[config.mk]
export PLATFORM = sky130hd
export DESIGN_NAME = i2s_clkgen
export DESIGN_NICKNAME = d
export VERILOG_FILES = /design/src/rtl/i2s_clkgen.sv
export SDC_FILE = /design/constraint.sdc
export NUM_CORES = 1
export LEC_CHECK = 0
export ABC_AREA = 1
export BUFFER_PORTS_ARGS = -buffer_cell sky130_fd_sc_hd__clkbuf_2
export CORE_ASPECT_RATIO = 1.1
export CORE_MARGIN = 4
export CORE_UTILIZATION = 50
export CTS_CLUSTER_DIAMETER = 60
export CTS_CLUSTER_SIZE = 8
export DETAILED_ROUTE_END_ITERATION = 8
export GPL_ROUTABILITY_DRIVEN = 0
export PLACE_DENSITY = 0.8
export SETUP_SLACK_MARGIN = 0.05
export SLEW_MARGIN = 25
export SYNTH_ARGS = -nofsm -noshare
export SYNTH_HDL_FRONTEND = slang
export SYNTH_SLANG_ARGS = --single-unit
[constraint.sdc]
create_clock -name clk -period 3.63 [get_ports clk]
set_input_delay 0 -clock clk [delete_from_list [all_inputs] [get_ports clk]]
set_output_delay 0 -clock clk [all_outputs]
set_load 0.005 [all_outputs]
[src/rtl/i2s_clkgen.sv]
// I2S audio clock generator: MCLK, SCLK and LRCK square waves from the system clock,
// plus lookahead strobes and the in-frame bit index for the serialiser.
module i2s_clkgen #(
   parameter int MCLK_DIV  = 8,
   parameter int SCLK_DIV  = 4,
   parameter int SLOT_BITS = 32
) (
   input  logic                               clk,
   input  logic                               rst,
   input  logic                               en,
   output logic                               mclk,
   output logic                               sclk,
   output logic                               lrck,
   output logic                               mclk_tick,
   output logic                               sclk_rise,
   output logic                               sclk_fall,
   output logic                               frame_start,
   output logic [$clog2(2*SLOT_BITS)-1:0]     bit_cnt
);

   localparam int MW = ($clog2(MCLK_DIV) < 1) ? 1 : $clog2(MCLK_DIV);
   localparam int SW = ($clog2(SCLK_DIV) < 1) ? 1 : $clog2(SCLK_DIV);
   localparam int BW = $clog2(2*SLOT_BITS);

   localparam logic [MW-1:0] M_LAST = MW'(MCLK_DIV - 1);
   localparam logic [MW-1:0] M_HALF = MW'(MCLK_DIV / 2);
   localparam logic [SW-1:0] S_LAST = SW'(SCLK_DIV - 1);
   localparam logic [SW-1:0] S_HALF = SW'(SCLK_DIV / 2);
   localparam logic [SW-1:0] S_RISE = SW'(SCLK_DIV / 2 - 1);
   localparam logic [BW-1:0] B_LAST = BW'(2*SLOT_BITS - 1);
   localparam logic [BW-1:0] B_SLOT = BW'(SLOT_BITS);

   if (MCLK_DIV < 2 || (MCLK_DIV % 2) != 0) begin : g_bad_mclk_div
      $error("i2s_clkgen: MCLK_DIV must be even and >= 2");
   end
   if (SCLK_DIV < 2 || (SCLK_DIV % 2) != 0) begin : g_bad_sclk_div
      $error("i2s_clkgen: SCLK_DIV must be even and >= 2");
   end
   if (SLOT_BITS < 1) begin : g_bad_slot_bits
      $error("i2s_clkgen: SLOT_BITS must be >= 1");
   end

   logic [MW-1:0] m_cnt, m_nxt;
   logic [SW-1:0] s_cnt, s_nxt;
   logic [BW-1:0] b_nxt;
   logic          m_last, s_last, b_last;

   assign m_last = (m_cnt == M_LAST);
   assign s_last = (s_cnt == S_LAST);
   assign b_last = (bit_cnt == B_LAST);

   // Next counter state; dropping en collapses everything back to state 0.
   always_comb begin
      m_nxt = '0;
      s_nxt = '0;
      b_nxt = '0;
      if (en) begin
         m_nxt = m_last ? '0 : m_cnt + 1'b1;
         s_nxt = s_cnt;
         b_nxt = bit_cnt;
         if (m_last)
            s_nxt = s_last ? '0 : s_cnt + 1'b1;
         if (m_last && s_last)
            b_nxt = b_last ? '0 : bit_cnt + 1'b1;
      end
   end

   // Outputs are registered from the next state so they match the counters cycle for cycle.
   always_ff @(posedge clk or negedge rst) begin
      if (!rst) begin
         m_cnt       <= '0;
         s_cnt       <= '0;
         bit_cnt     <= '0;
         mclk        <= 1'b0;
         sclk        <= 1'b0;
         lrck        <= 1'b0;
         mclk_tick   <= 1'b0;
         sclk_rise   <= 1'b0;
         sclk_fall   <= 1'b0;
         frame_start <= 1'b0;
      end else begin
         m_cnt       <= m_nxt;
         s_cnt       <= s_nxt;
         bit_cnt     <= b_nxt;
         mclk        <= (m_nxt >= M_HALF);
         sclk        <= (s_nxt >= S_HALF);
         lrck        <= (b_nxt >= B_SLOT);
         mclk_tick   <= (m_nxt == M_LAST);
         sclk_rise   <= (m_nxt == M_LAST) && (s_nxt == S_RISE);
         sclk_fall   <= (m_nxt == M_LAST) && (s_nxt == S_LAST);
         frame_start <= (m_nxt == M_LAST) && (s_nxt == S_LAST) && (b_nxt == B_LAST);
      end
   end

endmodule
Yosys cells after proc, flatten, opt, wreduce, memory -nomap -nowiden. Cells that the tools add are included. W data, S select, Z words.

Reductions and logical operators: 4. Muxes and demuxes: 8. Add/subtract/negate cells: 3. Eq/ne operators: 7. Magnitude comparators: 3.

Operators with widths (number): $mux W6 (3); $eq A6 B6 Y1 const B (2); $add A6 B1 Y6 const B (1); $eq A3 B3 Y1 const B (2); $ge A6 B6 Y1 const B (1); $mux W2 (3); $mux W3 (2); $eq A2 B2 Y1 const B (2); $logic_and A1 B1 Y1 (4); $add A3 B1 Y3 const B (1); $ge A3 B3 Y1 const B (1); $add A2 B1 Y2 const B (1); $eq A2 B1 Y1 const B (1); $ge A2 B2 Y1 const B (1).

Bits of input ports: 3. Word-level logic and storage cells: 35. Output and inout bits: 13. Register bits after elaboration: 18.

Longest topological paths before layout. Gate-level depths: netlist of the first run.

Depth after elaboration: 7. Depth in mapped cells: 10. Gate-level depth less buffers: 10.

Worst setup path after synthesis of the first run. Ideal clock, no wire load.

Kind: reg2reg. Start: register m_cnt[0]. End: register frame_start. Stages on the path, launching flop included: 10. Path buffers: 0. Data arrival time: 1.430 ns. Slack: 2.129 ns. Required time: 3.559 ns. Library setup time: 0.071 ns. Path through: dfrtp_1 -> ha_1 -> ha_1 -> nor2_1 -> nand2_1 -> nor2_2 -> nand3_2 -> nor2_1 -> nand2_1 -> nor2_1.

Longest elaborated chain between the ends: 6. Elaborated cells on any way between the ends: 14.

Ends and longest elaborated chain: from (decl) (line 43) `logic [MW-1:0] m_cnt, m_nxt;`; from (signal assigned) (line 82) `m_cnt <= m_nxt;`; $add A3 B1 Y3 / $eq A3 B3 Y1 (equally long branches) (line 58, 48); $mux W3, or another cell as far along (line 58) `m_nxt = m_last ? '0 : m_cnt + 1'b1;`; $mux W3, or another cell as far along (line 57) `if (en) begin`; $eq A3 B3 Y1, or another cell as far along (line 91) `frame_start <= (m_nxt == M_LAST) && (s_nxt == S_LAST) && (b_nxt == B_LAST);`; $logic_and A1 B1 Y1 / $eq A6 B6 Y1 (equally long branches) (line 91); $logic_and A1 B1 Y1 (*) (line 91); to (signal assigned) (line 91); to (decl) (line 17) `output logic frame_start,`.

Every way passes the cells marked *; elsewhere a longest branch is shown, timed or not.

Worst setup path after layout of the first run.
Start: register m_cnt[0]. End: register frame_start.

Longest elaborated chain between the ends: 6. Elaborated cells on any way between the ends: 14.

Ends and longest elaborated chain: $eq A3 B3 Y1 (line 48) `assign m_last = (m_cnt == M_LAST);`; $mux W2 (line 61) `if (m_last)`; $mux W2 (line 57); named net s_nxt[0] (line 44) `logic [SW-1:0] s_cnt, s_nxt;`; $eq A2 B2 Y1 (line 91); $logic_and A1 B1 Y1 (2 in a row) (line 91).

The timed path passes the listed nets, and every way through them passes these cells.

==> flow_summary.json, run 1 <==
{
  "crit_type": "flip-flop to flip-flop",
  "cp.arrival_ns": 1.92,
  "synth_top_area_share": 0.508,
  "ff2ff_setup_slack_ns": 1.94,
  "dieHeight_um": 49.6,
  "dp.final_hpwl_um": 1120,
  "drive_gt1_frac": 0.271,
  "pre_cts_slack_ns": 1.96,
  "wl_per_cell_um": 11.8,
  "die-area_mm2": 0.00228,
  "fin_setup_tns_ns": 0,
  "timing.rr.end": "frame_start",
  "p_comb_frac": 0.059,
  "crit_chain": "ha_1, ha_1, inv_1, nand2_1, a21oi_2, nand3_2, nor2_1, nand2_1, nor2_1",
  "boundaryPins": 16,
  "slowest_delay_ns": 0.39,
  "rsz0062_at_grt": "no",
  "synth.distinct_cells": 20,
  "post-route-period-util": 0.466,
  "synth.area.top_cells": "dfrtp_1 (51%), nand2_1 (11%), ha_1 (6.3%), inv_1 (6.2%), nor2_1 (3.8%)",
  "worstHoldStart": "en",
  "synth_most_common_cell": "nand2_1",
  "ys_seq_area_frac": 0.508,
  "root_buffer": "clkbuf_4",
  "syn_to_final_growth_pct": 14.3,
  "switching_share": 0.226,
  "power_frac_seq": 0.627,
  "routed_wl_um": 1450,
  "ys_warn_count": 0,
  "syn-instance-count": 90,
  "post_cts_resized": 0,
  "drv_cap": 0,
  "startpoint_type": "flip-flop",
  "cts_inserted_buffers": 3,
  "p_leak_nw": 0.544,
  "syn_area_um2": 788,
  "core_area_mm2": 0.00142,
  "initial_core_util": 0.556,
  "max-slew-margin-rel": 0.747,
  "power_density_mw_per_mm2": 324,
  "holdPathStages": 3,
  "worstMarginPinSlew_ns": 0.380,
  "clk_pin_slew_worst_paths_ns": 0.08,
  "clock_sinks": 16,
  "synth-main-ff-cell": "dfrtp_1",
  "p_switching_mw": 0.0658,
  "grt_pass1_wl_um": 2380,
  "p_int_mw": 0.226,
  "hold_path_end": "m_cnt[1]",
  "nets": 116,
  "vias": 592,
  "synthArstFlopShare": 1.00,
  "antenna_found_initial": 0,
  "die_x_um": 45.9,
  "hold_class": "input pin to flip-flop",
  "drcViolationCount": 0,
  "yosysTopAreaCell": "dfrtp_1",
  "fin_area_um2": 901,
  "hold_violations": 0,
  "fin_crit_ns": 1.69,
  "synthesis.nets": 97,
  "antenna_cells_inserted": 0,
  "status": "finished clean",
  "grt_max_degree": 17,
  "first_pass_iters": 3,
  "end_kind": "flip-flop",
  "drtAntennaViolNets": 0,
  "ir_worst_vdd_uv": 238,
  "gr-total-overflow": 0,
  "synth.avg_cell_area_um2": 8.76,
  "groute.usage.overall": 0.147,
  "crit_required_ns": 3.86,
  "dp_cells": 119,
  "setup_violations": 0,
  "post-cts-setup-buffers": 0,
  "synth-edff-count": 0,
  "synth_seq_cells": 16,
  "max_freq_mhz": 591,
  "fin_skew_ns": 0.00268,
  "synthTopCellsByCount": "nand2_1 (24), dfrtp_1 (16), inv_1 (13)",
  "crit_path_max_fanout": 6,
  "crit_slowest_cell": "dfrtp_1",
  "cts_tree": "done",
  "via_per_inst": 4.81,
  "slew_violations": 0,
  "cts-htree-levels": 1,
  "grt_pass1_vias": 562,
  "finalNonFillerCells": 123,
  "fin_ws_ns": 1.94,
  "r2r_cells": 9,
  "initialDrtViolationCount": 2,
  "clk_latency_ns": 0.29,
  "reg2reg_from": "m_cnt[0]",
  "placed_cell_area_um2": 868,
  "clockBufferDepth": 2,
  "p_clk_frac": 0.314,
  "rows": 14,
  "port_buffers": 15
}
[logic make-up after synthesis]
kind of cell / share of synthesized area
AOI/OAI and AO/OA: 0.0508
xor gates and xnor gates: 0.0111
adders and majority gates: 0.0635
buffers and inverters: 0.0952
DFF: 0.508
and+or+nand+nor: 0.271
[layout by cell type, fill, tap and decap left out, drive strengths merged]
master and n:
ha 4, a21oi 3, nand2 26, clkbuf 18
xor2 1, nand4 1, o21bai 1, inv 15
nor2 12, clkinv 1, o21ai 2, nand3 6
dlygate4sd3 1, dfrtp 16
[power groups by stage]
stage | clock [mW] | combinational, mW | sequential [mW]
2_1_floorplan | 0 | 0.0104 | 0.186
3_3_place_gp | 0 | 0.0165 | 0.186
3_5_place_dp | 0 | 0.0167 | 0.186
4_1_cts | 0.0935 | 0.0177 | 0.183
5_1_grt | 0.102 | 0.0203 | 0.183
6_report | 0.0916 | 0.0173 | 0.183
[area by class of cell]
type | instances | area, µm²
Fill cell | 126 | 518
Sequential cell | 16 | 400
Multi-Input combinational cell | 56 | 313
Timing Repair Buffer | 16 | 85.1
Inverter | 16 | 60.1
Clock buffer | 3 | 22.5
Tap cell | 16 | 20.0
[layer usage]
layer	GRT usage	share of wire	up-vias
met5	0	0	-
met4	0.0995	0.030	0
met3	0.0218	0.036	5
met2	0.236	0.49	9
met1	0.172	0.45	269
li1	-	-	309
[worst max path at each step]
stage,startpoint,to,slack (ns),depth (start not counted)
after floorplan,m_cnt[0],frame_start,2.13,9
after global placement,m_cnt[0],frame_start,2.00,9
after detailed placement,m_cnt[0],frame_start,1.96,9
after CTS,m_cnt[0],frame_start,1.94,9
after global routing,m_cnt[0],frame_start,1.76,9
final,m_cnt[0],frame_start,1.94,9
[worst max-delay path, delay by kind of cell, from the launching register on]
family | cells | cell delay, ns
fa+ha+maj | 2 | 0.47
simple gates | 5 | 0.44
flops | 1 | 0.39
compound gates | 1 | 0.22
buf+inv | 1 | 0.11
[metrics by stage]
stage	power, mW	utilization	hold WS, ns
after floorplan	0.196	-	-0.296
after global placement	0.203	0.612	-0.0692
after detailed placement	0.203	0.612	-0.0622
after CTS	0.294	0.635	0.0193
after global routing	0.306	0.635	0.0524
final	0.291	0.635	0.0247
[state kept, by name (all words and copies together) (netlist names)]
register     flops
frame_start      1
sclk_rise        1
bit_cnt          6
s_cnt            2
mclk_tick        1
sclk_fall        1
m_cnt            3
sclk             1
[what timing repair did]
| action | in CTS | in global routing |
|---|---|---|
| endpoints found under the hold margin | 16 | 0 |
| endpoints found under the setup margin | 0 | 0 |
| hold buffers | 1 | 0 |
Power figures use the tool's default switching activity.
==> run 2, diff against run 1 <==
ABC_AREA = 0   (was 1)
CORE_UTILIZATION = 46   (was 50)
PLACE_DENSITY = 0.78   (was 0.8)
clock period = 1.45 ns   (was 3.63 ns; I/O delays follow)
==> run 2 against run 1 <==
The flow now finishes with violations (negative setup slack). Setup slack got worse by 2.2 ns. Sequential power rose to 2.5 times the previous value. Hold slack improved by 0.043 ns. Wire length up 17%. Critical endpoint unchanged. Clock power grew to 3.2 times the previous value. Final cell count decreased by 2.4%. Largest power group unchanged. Design area up 20%. Die area increased by 4.9%.
==> flow_summary.json, run 2 <==
{
  "synthArstFlopShare": 1.00,
  "syn_area_um2": 768,
  "synth_seq_cells": 16,
  "vias": 639,
  "clockBufferDepth": 2,
  "fin_ws_ns": -0.296,
  "cts_tree": "done",
  "p_leak_nw": 0.545,
  "hold_violations": 0,
  "regMostFlops": "bit_cnt",
  "synthesis.nets": 75,
  "groute.usage.overall": 0.165,
  "yosysTopAreaCell": "dfrtp_1",
  "die_x_um": 47.0,
  "drive_gt1_frac": 0.466,
  "finalNonFillerCells": 120,
  "p_int_mw": 0.630,
  "synth.avg_cell_area_um2": 11.3,
  "drtAntennaViolNets": 0,
  "setup_violations": 7,
  "crit_required_ns": 1.64,
  "port_buffers": 15,
  "synthTopCellsByCount": "dfrtp_1 (16), nand3_1 (5), ha_1 (4), nand2_1 (4), nor2_1 (4)",
  "ys_warn_count": 0,
  "clk_latency_ns": 0.29,
  "hold_ws_ns": 0.0675,
  "max-slew-margin-rel": 0.744,
  "rsz0062_at_grt": "yes",
  "synth_most_common_cell": "dfrtp_1",
  "power_density_mw_per_mm2": 742,
  "switching_share": 0.214,
  "grt_max_degree": 17,
  "wl_per_cell_um": 14.1,
  "synth.area.top_cells": "dfrtp_1 (52%), ha_1 (6.5%), mux2i_1 (3.9%), nand3_1 (3.3%), and2_1 (2.4%)",
  "fin_setup_tns_ns": -0.648,
  "initial_core_util": 0.487,
  "ir_worst_vdd_uv": 513,
  "fillers": 118,
  "cp.arrival_ns": 1.94,
  "final_common_cell": "buf_4",
  "syn_to_final_growth_pct": 40.6,
  "synth.distinct_cells": 29,
  "syn-instance-count": 68,
  "grt_pass1_vias": 620,
  "p_switching_mw": 0.171,
  "routed_wl_um": 1690,
  "dp_cells": 112,
  "root_buffer": "clkbuf_4",
  "dieHeight_um": 50.9,
  "worstMarginPinSlew_ns": 0.384,
  "gr-total-overflow": 0,
  "nets": 111,
  "crit_path_max_fanout": 3,
  "boundaryPins": 16,
  "rows": 15,
  "fin_skew_ns": 0.00357,
  "power_frac_seq": 0.572,
  "startpoint_type": "flip-flop",
  "largest_register_ffs": 6,
  "crit_type": "flip-flop to flip-flop",
  "drv_cap": 0,
  "slew_violations": 0,
  "p_total_mw": 0.801,
  "ys_seq_area_frac": 0.521,
  "post-route-period-util": 1.20,
  "layout_common_cells": "buf_4 (17), dfrtp_1 (16), clkbuf_2 (15)",
  "first_pass_iters": 4,
  "antenna_cells_inserted": 0,
  "clock_sinks": 16,
  "pre_cts_slack_ns": -0.301,
  "end_kind": "flip-flop",
  "die-area_mm2": 0.00239,
  "initialDrtViolationCount": 14,
  "cts-htree-levels": 1,
  "clk_pin_slew_worst_paths_ns": 0.09,
  "synth-main-ff-cell": "dfrtp_1",
  "drcViolationCount": 0,
  "dp.final_hpwl_um": 1190,
  "p_clk_frac": 0.364,
  "hold_class": "input pin to flip-flop",
  "via_per_inst": 5.33,
  "status": "finished, violations left",
  "antenna_found_initial": 0,
  "cts_inserted_buffers": 3,
  "core_area_mm2": 0.00158,
  "synth-edff-count": 0,
  "grt_pass1_wl_um": 2770,
  "failed_checks": "negative setup slack",
  "max_freq_mhz": 573,
  "reg.largest.list": "bit_cnt x6, m_cnt x3, s_cnt x2",
  "p_comb_frac": 0.065,
  "fin_crit_ns": 1.75,
  "synth_top_area_share": 0.521
}
-- run 2: cell types whose count changed after synthesis, moves of 3 or more --
cell and change:
nand2_1 -20, nor2_1 -4, mux2i_1 +3, inv_1 -12
o21ai_0 +3, and2_1 +3
-- run 2: area by class of cell --
| cell class | count | area (µm²) | share of cell area |
|---|---|---|---|
| timing repair buffer | 34 | 224 | 0.207 |
| sequential | 16 | 400 | 0.371 |
| tap | 17 | 21.3 | 0.0197 |
| inverter | 1 | 3.75 | 0.00348 |
| multi-input combinational | 48 | 394 | 0.365 |
| clock buffer | 4 | 36.3 | 0.0336 |
-- run 2: metrics by stage --
| stage | instance area (µm²) | util |
|---|---|---|
| after global placement | 970 | 0.615 |
| after global routing | 1080 | 0.685 |
| after floorplan | 783 | - |
| final | 1080 | 0.685 |
| after CTS | 1060 | 0.670 |
| after detailed placement | 970 | 0.615 |
-- run 2: final timing paths --
check / cells after the start / slack [ns] / from / to
setup / recovery: 6 / -0.30 / m_cnt[0] / frame_start
hold / removal: 2 / 0.07 / en / bit_cnt[4]
setup reg to reg: 6 / -0.30 / m_cnt[0] / frame_start
hold reg to reg: 2 / 0.54 / m_cnt[0] / sclk_rise
max in group asynchronous: 2 / 1.02 / rst / sclk
min in group asynchronous: 2 / 0.16 / rst / s_cnt[0]
-- run 2: metal layers --
| metal | up-vias | wire, µm | GRT usage |
|---|---|---|---|
| met5 | - | 0 | 0 |
| met4 | 0 | 45 | 0.0691 |
| met3 | 6 | 91 | 0.0423 |
| met2 | 19 | 835 | 0.267 |
| met1 | 300 | 719 | 0.202 |
| li1 | 314 | - | - |
-- run 2: cells by family (layout without fill, tap and decap cells) --
| logic type | after synthesis | after routing | share of synthesized area |
|---|---|---|---|
| and+or+nand+nor | 30 | 30 | 0.239 |
| xor gates and xnor gates | 2 | 2 | 0.0228 |
| adders and majority gates | 4 | 4 | 0.0651 |
| buffers and inverters | 4 | 39 | 0.0342 |
| DFF | 16 | 16 | 0.521 |
| AOI/OAI and AO/OA | 9 | 9 | 0.0782 |
| muxes | 3 | 3 | 0.0391 |
-- run 2: power groups by stage --
stage	Clock [mW]	Combinational, mW	Sequential (mW)
3_5_place_dp	0	0.0492	0.467
4_1_cts	0.302	0.0521	0.458
6_report	0.291	0.0518	0.458
5_1_grt	0.322	0.0613	0.459
3_3_place_gp	0	0.0474	0.466
2_1_floorplan	0	0.0221	0.467
-- run 2: worst max-delay path, stage by stage (launching register included) --
cell and delay (ns):
dfrtp_1 0.39, ha_2 0.20, ha_4 0.27, nand4_1 0.12, and4bb_1 0.30, o2111ai_1 0.13, nor4b_2 0.25
-- run 2: repair_timing --
action                                  4_1_cts  5_1_grt
endpoints found under the setup margin        7        9
endpoints found under the hold margin        16        0
buffers inserted                              2        2
resized for setup                             7        1
pin swaps                                     3        0
hold buffers                                  1        0
